==> src/rtl/cost_table_server.sv <==
// Cost-table responder for the assignment-search engine: loads an 8x8 cost table,
// answers (W,J) lookups combinationally, and audits the query stream and final result.
module cost_table_server #(
  parameter int N_PERM = 40320
) (
  input  logic       CLK,
  input  logic       RST,
  input  logic       load_valid,
  input  logic [6:0] load_data,
  output logic       load_ready,
  output logic       table_ready,
  input  logic [2:0] W,
  input  logic [2:0] J,
  output logic [6:0] Cost,
  input  logic       Valid,
  input  logic [9:0] MinCost,
  input  logic [3:0] MatchCount,
  output logic       res_valid,
  output logic       res_ok,
  output logic [9:0] res_min_cost,
  output logic [3:0] res_match_count,
  output logic [15:0] perm_count,
  output logic       perm_err
);

  localparam logic [15:0] N_PERM_W = 16'(N_PERM);

  typedef enum logic [1:0] {LOAD, SERVE, DONE} state_t;

  state_t      state_q, state_d;
  logic [5:0]  addr_q, addr_d;
  logic [2:0]  exp_q, exp_d;
  logic [7:0]  mask_q, mask_d;
  logic [9:0]  sum_q, sum_d;
  logic [9:0]  ref_min_q, ref_min_d;
  logic [3:0]  ref_cnt_q, ref_cnt_d;
  logic [15:0] perm_count_q, perm_count_d;
  logic        perm_err_q, perm_err_d;
  logic        load_ready_q, load_ready_d;
  logic        table_ready_q, table_ready_d;
  logic        res_valid_q, res_valid_d;
  logic        res_ok_q, res_ok_d;
  logic [9:0]  res_min_cost_q, res_min_cost_d;
  logic [3:0]  res_match_count_q, res_match_count_d;

  logic [6:0]  mem [0:63];
  logic        accept;
  logic        group_done;
  logic [9:0]  total;
  logic [7:0]  j_onehot;

  assign accept   = load_valid && load_ready_q;
  assign Cost     = table_ready_q ? mem[{W, J}] : 7'd0;
  assign j_onehot = 8'b1 << J;
  assign total    = sum_q + {3'b000, Cost};

  // Table storage is deliberately not reset; it only becomes meaningful once fully loaded.
  always_ff @(posedge CLK) begin
    if (accept) begin
      mem[addr_q] <= load_data;
    end
  end

  always_comb begin
    state_d           = state_q;
    addr_d            = addr_q;
    exp_d             = exp_q;
    mask_d            = mask_q;
    sum_d             = sum_q;
    ref_min_d         = ref_min_q;
    ref_cnt_d         = ref_cnt_q;
    perm_count_d      = perm_count_q;
    perm_err_d        = perm_err_q;
    load_ready_d      = load_ready_q;
    table_ready_d     = table_ready_q;
    res_valid_d       = 1'b0;
    res_ok_d          = res_ok_q;
    res_min_cost_d    = res_min_cost_q;
    res_match_count_d = res_match_count_q;
    group_done        = 1'b0;

    // Outside SERVE the monitor sits in its cleared state, ready for the next run.
    if (state_q != SERVE) begin
      exp_d        = 3'd0;
      mask_d       = 8'd0;
      sum_d        = 10'd0;
      ref_min_d    = 10'd1023;
      ref_cnt_d    = 4'd0;
      perm_count_d = 16'd0;
      perm_err_d   = 1'b0;
    end

    case (state_q)
      LOAD: begin
        if (accept) begin
          addr_d = addr_q + 6'd1;
          if (addr_q == 6'd63) begin
            state_d       = SERVE;
            load_ready_d  = 1'b0;
            table_ready_d = 1'b1;
          end
        end
      end

      SERVE: begin
        if (W == 3'd0) begin
          mask_d = j_onehot;
          sum_d  = {3'b000, Cost};
          exp_d  = 3'd1;
        end else if ((W == exp_q) && (exp_q != 3'd0)) begin
          if (mask_q[J]) begin
            perm_err_d = 1'b1;
          end else begin
            mask_d = mask_q | j_onehot;
            sum_d  = total;
          end
          if (exp_q == 3'd7) begin
            group_done = 1'b1;
            exp_d      = 3'd0;
          end else begin
            exp_d = exp_q + 3'd1;
          end
        end else begin
          perm_err_d = 1'b1;
          exp_d      = 3'd0;
        end

        if (group_done) begin
          if (perm_count_q != 16'hFFFF) begin
            perm_count_d = perm_count_q + 16'd1;
          end
          if (total < ref_min_q) begin
            ref_min_d = total;
            ref_cnt_d = 4'd1;
          end else if (total == ref_min_q) begin
            ref_cnt_d = ref_cnt_q + 4'd1;
          end
        end

        // Verdict uses next-state monitor values so a group closing on the Valid cycle counts.
        if (Valid) begin
          res_min_cost_d    = MinCost;
          res_match_count_d = MatchCount;
          res_ok_d          = (MinCost == ref_min_d) && (MatchCount == ref_cnt_d) &&
                              !perm_err_d && (perm_count_d == N_PERM_W);
          res_valid_d       = 1'b1;
          state_d           = DONE;
          table_ready_d     = 1'b0;
        end
      end

      DONE: begin
        state_d      = LOAD;
        load_ready_d = 1'b1;
        addr_d       = 6'd0;
      end

      default: begin
        state_d       = LOAD;
        load_ready_d  = 1'b1;
        table_ready_d = 1'b0;
        addr_d        = 6'd0;
      end
    endcase
  end

  always_ff @(posedge CLK or posedge RST) begin
    if (RST) begin
      state_q           <= LOAD;
      addr_q            <= 6'd0;
      exp_q             <= 3'd0;
      mask_q            <= 8'd0;
      sum_q             <= 10'd0;
      ref_min_q         <= 10'd1023;
      ref_cnt_q         <= 4'd0;
      perm_count_q      <= 16'd0;
      perm_err_q        <= 1'b0;
      load_ready_q      <= 1'b1;
      table_ready_q     <= 1'b0;
      res_valid_q       <= 1'b0;
      res_ok_q          <= 1'b0;
      res_min_cost_q    <= 10'd0;
      res_match_count_q <= 4'd0;
    end else begin
      state_q           <= state_d;
      addr_q            <= addr_d;
      exp_q             <= exp_d;
      mask_q            <= mask_d;
      sum_q             <= sum_d;
      ref_min_q         <= ref_min_d;
      ref_cnt_q         <= ref_cnt_d;
      perm_count_q      <= perm_count_d;
      perm_err_q        <= perm_err_d;
      load_ready_q      <= load_ready_d;
      table_ready_q     <= table_ready_d;
      res_valid_q       <= res_valid_d;
      res_ok_q          <= res_ok_d;
      res_min_cost_q    <= res_min_cost_d;
      res_match_count_q <= res_match_count_d;
    end
  end

  assign load_ready      = load_ready_q;
  assign table_ready     = table_ready_q;
  assign res_valid       = res_valid_q;
  assign res_ok          = res_ok_q;
  assign res_min_cost    = res_min_cost_q;
  assign res_match_count = res_match_count_q;
  assign perm_count      = perm_count_q;
  assign perm_err        = perm_err_q;

endmodule

==> config.mk <==
export PLATFORM = sky130hd
export DESIGN_NAME = cost_table_server
export DESIGN_NICKNAME = d
export VERILOG_FILES = /design/src/rtl/cost_table_server.sv
export SDC_FILE = /design/constraint.sdc
export NUM_CORES = 1
export LEC_CHECK = 0
export ABC_AREA = 1
export BUFFER_PORTS_ARGS = -buffer_cell sky130_fd_sc_hd__buf_2
export CAP_MARGIN = 20
export CORE_ASPECT_RATIO = 0.6
export CORE_MARGIN = 1
export CORE_UTILIZATION = 50
export DETAILED_ROUTE_END_ITERATION = 12
export GPL_ROUTABILITY_DRIVEN = 1
export PLACE_DENSITY_LB_ADDON = 0.05
export SLEW_MARGIN = 20
export SYNTH_ARGS = -nofsm -noshare
export SYNTH_HDL_FRONTEND = slang
export SYNTH_SLANG_ARGS = --single-unit
==> constraint.sdc <==
create_clock -name CLK -period 4.17 [get_ports CLK]
set_input_delay 0.834 -clock CLK [delete_from_list [all_inputs] [get_ports CLK]]
set_output_delay 0.834 -clock CLK [all_outputs]
set_load 0.01 [all_outputs]
==> impl_metrics.ini <==
[clocking]
cts_root_buf = clkbuf_16
h-tree-depth = 2
cts_tree = yes
clk_path_buf_depth = 3
cts_buffers = 48
cts_num_sinks = 526
clk_latency_ns = 0.59
path_clk_slew_ns = 0.07
postCtsHoldBufs = 0

[worst_setup_path]
path_class = in2reg
end_kind = flip-flop
critPathArrivalTime_ns = 5.40
cp_slowest_cell = a31o_2
path_max_fanout = 7
start_kind = primary input
crit_top_cell = nand2_1
max_stage_delay_ns = 0.27
critPathRequiredTime_ns = 4.69

[timing]
fin_tns_setup_ns = -3.91
fin_crit_ns = 4.88
drv_slew = 0
period_share = 1.17
setup_viol = 15
rsz0062_at_grt = yes
tightest_slew_ns = 0.875
fin_ws_ns = -0.714
fmax_mhz = 205
slew-limit-headroom = 0.417
fin_worst_skew_ns = 0.0224
hold_viol = 0

[pwr]
powerDensity_mw_per_mm2 = 401
ir_drop_uv = 544
p_leak_nw = 10.9
p_total_mw = 11.6

[grt]
grt_use_met2 = 0.406
grt_max_degree = 55
grt_pass1_wl_um = 104000
grt_use_total = 0.300
grt_pass1_vias = 16500
grt_overflow_total = 0
grtUsageMet3 = 0.0724
grtUsageMet1 = 0.486
grt-busiest-layer = met1
antenna_found_initial = 1

[logic_synthesis]
seq_area_frac_synth = 0.682
async_reset_ff_frac = 0.148
synth_edf_count = 448
synth_fp_nets = 2053
yosysTopAreaCell = edfxtp_1
ys_top_cells_by_area = edfxtp_1 59%, nand2_1 9.3%, dfrtp_1 7.4%
synthCells = 1998
avgSynthCellArea_um2 = 11.3
yosys.area.top_type_share = 0.595
synth_seq_cells = 526
synthDistinctLibCells = 51
syn_area_mm2 = 0.0226
ys_warn_count = 0
synthFlopType = edfxtp_1

[cells_and_area]
nFillCells = 3350
layout_commonest_cell = nand2_1
layout_common_cells = 514 x nand2_1, 448 x edfxtp_1, 248 x buf_4
diodes = 0
fin_area_mm2 = 0.0288
final_util = 0.656
nets = 2386
drive_gt1_frac = 0.289
syn2layout_area_growth_pct = 27.6

[placed_design]
place_ws_ns = -1.57
io_buffers = 72
place_area_mm2 = 0.0254
gp_congestion = 0.934
hpwl_um = 45700

[detailed_routing]
wl_per_cell_um = 23.8
routed_wl_um = 70000
vias_per_cell = 5.84
dr.first_iter.drc_count = 2347
detail-route-antenna-nets = 0
drtPass1Iterations = 5
vias = 17200
drc = 0

[die]
initial_core_util = 0.514
ios = 73
die_w_um = 277
core_mm2 = 0.0440
fp.dieH_um = 167
core.rowCount = 59
dieArea_mm2 = 0.0461

[worst_hold_path]
hold_path_class = in2async

[status]
failed_checks = setup timing
status = finished, violations left

[job]
cap_violations = 0
[state kept, by name, indices dropped and copies added, names as in the netlist, 2 cells and up]
name             flops
res_match_count      4
exp_q                3
ref_cnt_q            4
sum_q               10
mem                448
perm_count          16
state_q              2
res_min_cost        10
mask_q               8
ref_min_q           10
addr_q               6
[what timing repair did]
action,in CTS,in global routing
pin swaps,86,87
setup buffers,67,22
endpoints found under the setup margin,15,16
resized for setup,138,127
gates cloned,8,2
[metal layers]
layer,share of wire,vias up,wire (um)
met5,0,-,0
met4,0.017,0,1170
met3,0.11,86,8020
met2,0.40,884,28200
met1,0.47,8474,32700
li1,-,7786,-
[Yosys cell counts (all sizes together) (2+ instances only)]
library cell	instances
nand3b	2
inv	114
xor2	8
a22oi	90
a21o	2
nand3	152
nor2	157
nand4	66
nor3	9
dfrtp	67
buf	65
a211oi	2
a21oi	37
o221ai	3
dfstp	11
a41oi	22
clkinv	3
nand2	567
a31oi	13
clkbuf	28
ha	23
a221oi	2
xnor2	3
o21ai	79
nor4	7
edfxtp	448
o211ai	10
[kinds of logic after synthesis]
group | Yosys count | synth area share
xor gates and xnor gates | 11 | 0.00426
AOI/OAI and AO/OA | 264 | 0.0766
adders and majority gates | 24 | 0.0136
DFF | 526 | 0.682
buffers and inverters | 210 | 0.0414
and+or+nand+nor | 963 | 0.182
[worst max-delay path, delay by kind of cell]
kind	cells	cell delay [ns]
AND/OR/NAND/NOR	21	2.16
AO/OA/AOI/OAI	6	1.01
buffers and inverters	8	0.90
adder cells (fa/ha/maj)	2	0.44
[metrics by stage]
stage | hold slack (ns) | cells
final | 0.379 | 2949
after global routing | 0.442 | 2949
after CTS | 0.391 | 2940
after detailed placement | 0.469 | 2780
after global placement | 0.462 | 2779
after floorplan | 0.453 | 1998
[report_power, final]
group	internal [mW]	switching (mW)	leakage [nW]	total, mW
registers	5.82	0.0815	5.06	5.90
logic	0.402	0.778	5.07	1.18
clock network	2.49	2.00	0.768	4.49
[path summary, 6_finish.rpt]
path,slack [ns],endpoint,start,cells past startpoint
worst max-delay path,-0.71,res_ok$_DFFE_PP0P_,J[1],37
worst min-delay path,0.38,res_min_cost[6]$_DFFE_PP0P_,RST,2
worst max register to register,-0.32,res_ok$_DFFE_PP0P_,mem[5][3]$_DFFE_PP_,33
worst min register to register,0.48,res_match_count[1]$_DFFE_PP0P_,res_match_count[1]$_DFFE_PP0P_,2
max in group asynchronous,2.87,load_ready$_DFFE_PP1P_,RST,3
min in group CLK,0.48,res_match_count[1]$_DFFE_PP0P_,res_match_count[1]$_DFFE_PP0P_,2
[area by class of cell]
class,instances,area [um2],share of cell area
inverters,117,463,0.0161
multi-input cells,1264,7430,0.258
clock inverters,27,290,0.0101
repair buffers,374,3240,0.112
well taps,579,724,0.0251
flip-flops and latches,526,15400,0.535
clock buffers,62,1270,0.0442
No activity file was read; power rests on OpenSTA's default activity.
